### src/rtl/cle_serial_collector.sv
// Collects SDRD bits from qualified $1xxx window reads into words, LSB first,
// and queues completed words in a small FIFO with a valid/ready output.
module cle_serial_collector #(
  parameter int unsigned DATA_W         = 8,
  parameter int unsigned FIFO_DEPTH     = 2,
  parameter int unsigned TIMEOUT_CYCLES = 1024
) (
  input  logic                        clk,
  input  logic                        rst,
  input  logic                        bus_stb,
  input  logic                        SSER,
  input  logic                        BA13,
  input  logic                        BA12,
  input  logic                        BR_W,
  input  logic                        SDRD,
  output logic [DATA_W-1:0]           out_data,
  output logic                        out_valid,
  input  logic                        out_ready,
  output logic [$clog2(DATA_W)-1:0]   bit_cnt,
  output logic                        frame_err,
  output logic                        overflow,
  input  logic                        clr_ovf
);

  localparam int unsigned CNT_W  = $clog2(DATA_W);
  localparam int unsigned AW     = $clog2(FIFO_DEPTH);
  localparam int unsigned PTR_W  = AW + 1;
  localparam int unsigned IDLE_W = $clog2(TIMEOUT_CYCLES);

  localparam logic [CNT_W-1:0]  LastBit  = CNT_W'(DATA_W - 1);
  localparam logic [IDLE_W-1:0] IdleLast = IDLE_W'(TIMEOUT_CYCLES - 1);

  // Bus decode
  logic win, rd_q, wr_q;

  // Assembly state
  logic [DATA_W-2:0] sh_q, sh_d;
  logic [CNT_W-1:0]  bit_cnt_q, bit_cnt_d;
  logic [IDLE_W-1:0] idle_q, idle_d;
  logic              frame_err_q, frame_err_d;
  logic [DATA_W-1:0] shifted;
  logic              push_req;

  // FIFO state
  logic [DATA_W-1:0] mem_q [FIFO_DEPTH];
  logic [PTR_W-1:0]  wr_ptr_q, wr_ptr_d;
  logic [PTR_W-1:0]  rd_ptr_q, rd_ptr_d;
  logic [DATA_W-1:0] out_data_q, out_data_d;
  logic              overflow_q, overflow_d;
  logic              empty, full, pop, do_push, drop;

  assign win  = ~SSER & ~BA13 & BA12;
  assign rd_q = bus_stb & win & BR_W;
  assign wr_q = bus_stb & win & ~BR_W;

  // Incoming bit lands in the MSB; the completed word is exactly this value.
  assign shifted = {SDRD, sh_q};

  always_comb begin
    sh_d        = sh_q;
    bit_cnt_d   = bit_cnt_q;
    idle_d      = idle_q;
    frame_err_d = 1'b0;
    push_req    = 1'b0;
    if (rd_q) begin
      sh_d   = shifted[DATA_W-1:1];
      idle_d = '0;
      if (bit_cnt_q == LastBit) begin
        push_req  = 1'b1;
        bit_cnt_d = '0;
      end else begin
        bit_cnt_d = bit_cnt_q + CNT_W'(1);
      end
    end else if (wr_q) begin
      sh_d      = '0;
      bit_cnt_d = '0;
      idle_d    = '0;
    end else if (bit_cnt_q == '0) begin
      idle_d = '0;
    end else if (idle_q == IdleLast) begin
      sh_d        = '0;
      bit_cnt_d   = '0;
      idle_d      = '0;
      frame_err_d = 1'b1;
    end else begin
      idle_d = idle_q + IDLE_W'(1);
    end
  end

  assign empty   = (wr_ptr_q == rd_ptr_q);
  assign full    = (wr_ptr_q[AW] != rd_ptr_q[AW]) &&
                   (wr_ptr_q[AW-1:0] == rd_ptr_q[AW-1:0]);
  assign pop     = ~empty & out_ready;
  assign do_push = push_req & (~full | pop);
  assign drop    = push_req & full & ~pop;

  always_comb begin
    rd_ptr_d   = rd_ptr_q + PTR_W'(pop);
    wr_ptr_d   = wr_ptr_q + PTR_W'(do_push);
    out_data_d = out_data_q;
    // Head register tracks the entry at the post-update read pointer; when that
    // slot is the one being written this cycle, forward the pushed word.
    if (wr_ptr_d != rd_ptr_d) begin
      if (do_push && (rd_ptr_d == wr_ptr_q)) begin
        out_data_d = shifted;
      end else begin
        out_data_d = mem_q[rd_ptr_d[AW-1:0]];
      end
    end
    if (drop) begin
      overflow_d = 1'b1;
    end else if (clr_ovf) begin
      overflow_d = 1'b0;
    end else begin
      overflow_d = overflow_q;
    end
  end

  always_ff @(posedge clk) begin
    if (rst) begin
      sh_q        <= '0;
      bit_cnt_q   <= '0;
      idle_q      <= '0;
      frame_err_q <= 1'b0;
      wr_ptr_q    <= '0;
      rd_ptr_q    <= '0;
      out_data_q  <= '0;
      overflow_q  <= 1'b0;
    end else begin
      sh_q        <= sh_d;
      bit_cnt_q   <= bit_cnt_d;
      idle_q      <= idle_d;
      frame_err_q <= frame_err_d;
      wr_ptr_q    <= wr_ptr_d;
      rd_ptr_q    <= rd_ptr_d;
      out_data_q  <= out_data_d;
      overflow_q  <= overflow_d;
    end
  end

  // Storage needs no reset: entries are only read behind the write pointer.
  always_ff @(posedge clk) begin
    if (!rst && do_push) begin
      mem_q[wr_ptr_q[AW-1:0]] <= shifted;
    end
  end

  assign out_data  = out_data_q;
  assign out_valid = ~empty;
  assign bit_cnt   = bit_cnt_q;
  assign frame_err = frame_err_q;
  assign overflow  = overflow_q;

endmodule

### config.mk
export PLATFORM = sky130hd
export DESIGN_NAME = cle_serial_collector
export DESIGN_NICKNAME = d
export VERILOG_FILES = /design/src/rtl/cle_serial_collector.sv
export SDC_FILE = /design/constraint.sdc
export NUM_CORES = 1
export LEC_CHECK = 0
export BUFFER_PORTS_ARGS = -buffer_cell sky130_fd_sc_hd__buf_2
export CORE_MARGIN = 3
export CORE_UTILIZATION = 55
export CTS_CLUSTER_DIAMETER = 40
export DETAILED_ROUTE_END_ITERATION = 10
export GPL_ROUTABILITY_DRIVEN = 0
export GPL_TIMING_DRIVEN = 0
export PLACE_DENSITY = 0.73
export SLEW_MARGIN = 10
export SYNTH_ARGS = -nofsm -noshare
export SYNTH_HDL_FRONTEND = slang
export SYNTH_SLANG_ARGS = --single-unit
### constraint.sdc
create_clock -name clk -period 2.8 [get_ports clk]
set_input_delay 0.42 -clock clk [delete_from_list [all_inputs] [get_ports clk]]
set_output_delay 0.42 -clock clk [all_outputs]
set_load 0.005 [all_outputs]
==> out/qor.txt <==
OUTCOME
-------------------------------------------------------------------------------------
Outcome ................................................................    completed

PLACEMENT
-------------------------------------------------------------------------------------
Number of placed instances with taps included ..........................          271
Port Buffer Count ......................................................           23
Estimated wirelength of the detail-placed design .......................      3013 um

SYNTHESIS
-------------------------------------------------------------------------------------
Distinct cells, synth ..................................................           40
Post-Syn Instances .....................................................          200
Portion of synthesized cell area occupied by the leading cell type .....       30.80%
Xor-xnor portion of the synthesized cell area ..........................       8.041%
Compound-gate portion of the synthesized area ..........................       13.36%
Synth top area cells ................................................... sky130_fd_sc_hd__dfxtp_1 (31%), sky130_fd_sc_hd__edfxtp_1 (22%), sky130_fd_sc_hd__xnor2_1 (4.8%)
Synthesized area divided by synthesized cell count .....................   11.05 um^2
Fraction of registers with async set/reset .............................           0%
Register bit count reported by yosys ...................................           50
Warnings, synthesis ....................................................            0
Synthesized netlist net count ..........................................          216
Largest family of logic cells by synthesized area ...................... simple AND/OR/NAND/NOR gates
Summed instance area of the synthesized netlist ........................    2210 um^2
Top post-synthesis cells by count ...................................... sky130_fd_sc_hd__dfxtp_1 (34), sky130_fd_sc_hd__nor2_1 (17), sky130_fd_sc_hd__edfxtp_1 (16), sky130_fd_sc_hd__nand2_1 (15), sky130_fd_sc_hd__xnor2_1 (12)
Count of flip-flops with a built-in enable after synthesis .............           16
Part of the Yosys area used for sequential elements ....................       52.55%
Post-synthesis share of cell area spent on and, or, nand and nor gates .       15.01%
Most used DFF post-synth ............................................... sky130_fd_sc_hd__dfxtp_1
Mux share of post-synthesis cell area ..................................       3.624%
Cell with the most instances after synthesis ........................... sky130_fd_sc_hd__dfxtp_1
Fraction of the mapped netlist area in adder cells .....................       3.398%
Post-synth top area cell ............................................... sky130_fd_sc_hd__dfxtp_1

POWER AND IR DROP
-------------------------------------------------------------------------------------
P_leak ................................................................. 0.0008859 uW
Logic gate share of total power ........................................         2.2%
Flop pwr share .........................................................        60.6%
Maximum vdd drop .......................................................    0.3985 mV
Cell internal power dissipation ........................................     981.0 uW
Portion of total power attributed to the clock network .................        37.2%
Net switching fraction of the power ....................................       20.09%
Power per unit of standard cell area ................................... 492.0 nW/um^2
Psw ....................................................................     246.6 uW

DETAILED ROUTING
-------------------------------------------------------------------------------------
Average wire per cell in the routed design .............................     14.47 um
Detail-routed via count per cell .......................................        5.588
Total detailed-routing wirelength ......................................      4038 um
Initial DRC Count ......................................................           65
Routed metal-1 wirelength ..............................................      1883 um
Via count ..............................................................        1,559
Count of TritonRoute iterations in the first routing pass ..............            4
Top layer in use .......................................................         met4
DR WL met2 .............................................................      1883 um
Number of remaining DRC errors .........................................            0
Number of nets with antenna violations after routing ...................            0
Met3 wire len ..........................................................       216 um

CTS
-------------------------------------------------------------------------------------
Later-pin clock latency in the skew report .............................       300 ps
Clock root cell ........................................................ sky130_fd_sc_hd__clkbuf_8
Clock tree from TritonCTS ..............................................        built
CTS-repair resized insts ...............................................            0
CTS clk-pin slew, worst paths ..........................................        90 ps
Post-CTS setup repair buffer count .....................................            0
Clock Sink Count .......................................................           50
Hold-fix buffers at CTS ................................................            0
Num CTS Buffers ........................................................            5
Maximum level of the CTS H-tree ........................................            2
Max Root-Sink Buffers ..................................................            2

FLOORPLANNING
-------------------------------------------------------------------------------------
Boundary pin count .....................................................           24
Floorplan die height ...................................................     69.39 um
Horiz. Die Dim .........................................................     69.39 um
Area of the core .......................................................    3771 um^2
Die ar. ................................................................    4814 um^2
Number of standard-cell rows in the floorplan ..........................           22
Starting density of the core ...........................................       58.59%

GLOBAL ROUTE
-------------------------------------------------------------------------------------
Wire length of the first global-routing pass ...........................      7072 um
Gr ovfl total ..........................................................            0
Total track usage ......................................................       18.03%
Antenna violations before repair .......................................            0
Pin count of the biggest net entering global routing ...................           16
Via count of the first global-routing pass .............................        1,568

WORST SETUP PATH
-------------------------------------------------------------------------------------
Path type of the worst setup path ...................................... flip-flop to flip-flop
Nature of the critical path startpoint .................................    flip-flop
CP max FO ..............................................................           10
Critical Path End Type .................................................    flip-flop
Data arrival time of the critical path .................................      2520 ps
Data required time at the worst endpoint ...............................      2720 ps

LAYOUT
-------------------------------------------------------------------------------------
Post-layout instance count excluding filler cells ......................          279
Antenna Cells ..........................................................            0
Ratio of cells with drive above 1 in the final layout ..................       20.35%
Synthesis-to-layout area growth ........................................       12.91%
Post-layout nets .......................................................          246
Count of fill cells added during filler insertion ......................          271
Utilization of the core after routing ..................................       66.16%

MIN PATH
-------------------------------------------------------------------------------------
Worst min-delay path class ............................................. input pin to flip-flop

TIMING
-------------------------------------------------------------------------------------
Transition time at the pin with the least slew margin ..................      1115 ps
Worst slack on hold paths ..............................................     368.8 ps
Setup TNS Final ........................................................         0 ps
Max-slew violation count ...............................................            0
Final hold violation count .............................................            0
Final setup viols ......................................................            0
Highest achievable clock rate ..........................................   0.3853 GHz
Clk_skew ...............................................................     5.799 ps
RSZ-0062 raised after global routing ...................................        false
Final critical delay including setup and external delays ...............      2596 ps
Worst max-slew margin expressed relative to the limit ..................       25.09%
Period utilization .....................................................       92.70%

JOB
-------------------------------------------------------------------------------------
Max Cap Violations .....................................................            0

critical path, stage by stage (launching register included):
cell,delay [ps]
sky130_fd_sc_hd__dfxtp_1,400
sky130_fd_sc_hd__ha_1,170
sky130_fd_sc_hd__ha_1,220
sky130_fd_sc_hd__and2_1,200
sky130_fd_sc_hd__o311ai_4,170
sky130_fd_sc_hd__buf_6,190
sky130_fd_sc_hd__nor3_1,850
power groups by stage:
stage          combinational [uW]  sequential (uW)  clock [uW]
2_1_floorplan                14.4              761           0
3_3_place_gp                 25.8              761           0
3_5_place_dp                 26.9              761           0
4_1_cts                      26.9              744         472
5_1_grt                      29.9              745         504
6_report                     26.9              744         457
layer usage:
| metal | global-route usage (%) | vias up |
|---|---|---|
| li1 | - | 779 |
| met1 | 23.46 | 732 |
| met2 | 29.24 | 42 |
| met3 | 4.783 | 6 |
| met4 | 5.857 | 0 |
| met5 | 0 | - |
layout by cell type (no fill, tap or decap), types with 2 or more instances in the layout:
| cell | instances |
|---|---|
| sky130_fd_sc_hd__nor2_1 | 17 |
| sky130_fd_sc_hd__or3_1 | 10 |
| sky130_fd_sc_hd__edfxtp_1 | 16 |
| sky130_fd_sc_hd__o21ai_0 | 2 |
| sky130_fd_sc_hd__nor3_1 | 4 |
| sky130_fd_sc_hd__xor2_1 | 2 |
| sky130_fd_sc_hd__and2_1 | 3 |
| sky130_fd_sc_hd__nand2_1 | 15 |
| sky130_fd_sc_hd__o211ai_1 | 9 |
| sky130_fd_sc_hd__inv_1 | 5 |
| sky130_fd_sc_hd__mux2i_1 | 8 |
| sky130_fd_sc_hd__nand3_1 | 3 |
| sky130_fd_sc_hd__nor2b_1 | 3 |
| sky130_fd_sc_hd__clkbuf_8 | 8 |
| sky130_fd_sc_hd__ha_1 | 6 |
| sky130_fd_sc_hd__buf_2 | 25 |
| sky130_fd_sc_hd__clkbuf_1 | 3 |
| sky130_fd_sc_hd__a32oi_1 | 2 |
| sky130_fd_sc_hd__a32o_1 | 8 |
| sky130_fd_sc_hd__o21ai_1 | 7 |
| sky130_fd_sc_hd__xnor2_1 | 12 |
| sky130_fd_sc_hd__buf_6 | 2 |
| sky130_fd_sc_hd__a21oi_1 | 10 |
| sky130_fd_sc_hd__dfxtp_1 | 34 |
cell families (layout without fill, tap and decap cells):
kind of cell	Yosys count	in the layout
buffers and inverters	15	46
XOR/XNOR	17	17
AND/OR/NAND/NOR	64	64
AO/OA/AOI/OAI	40	40
flip-flops	50	50
multiplexers	8	8
adder cells (fa/ha/maj)	6	6
per-stage QoR:
stage / total power (uW) / setup slack (ps) / instance area, um^2
5_1_grt: 1278 / 4.995 / 2495
2_1_floorplan: 775.3 / 474.3 / 2210
3_3_place_gp: 786.8 / 187.3 / 2385
3_5_place_dp: 787.9 / 103.8 / 2385
4_1_cts: 1243 / 73.20 / 2490
6_report: 1228 / 204.4 / 2495
final timing paths:
| check | start | to | slack, ps | cells after the start |
|---|---|---|---|---|
| max | bit_cnt[0] | mem_q[0][6] | 200 | 6 |
| min | SDRD | mem_q[0][7] | 370 | 1 |
| max reg2reg | bit_cnt[0] | mem_q[0][6] | 200 | 6 |
| min reg2reg | out_data[4] | out_data[4] | 470 | 1 |
registers in the layout, indices dropped and copies added (netlist names):
register	flops
mem_q	16
idle_q	10
overflow	1
sh_q	7
frame_err	1
rd_ptr_q	2
bit_cnt	3
out_data	8
wr_ptr_q	2
layout make-up:
class	count	area [um^2]	area share [%]
repair buffers	23	115.1	4.614
plain buffers	10	70.07	2.808
flip-flops and latches	50	1161	46.54
clock inverters	1	8.758	0.3511
clock buffers	7	96.34	3.862
well taps	48	60.06	2.407
inverters	5	18.77	0.7523
multi-input cells	135	964.7	38.67
Power figures use the tool's default switching activity.
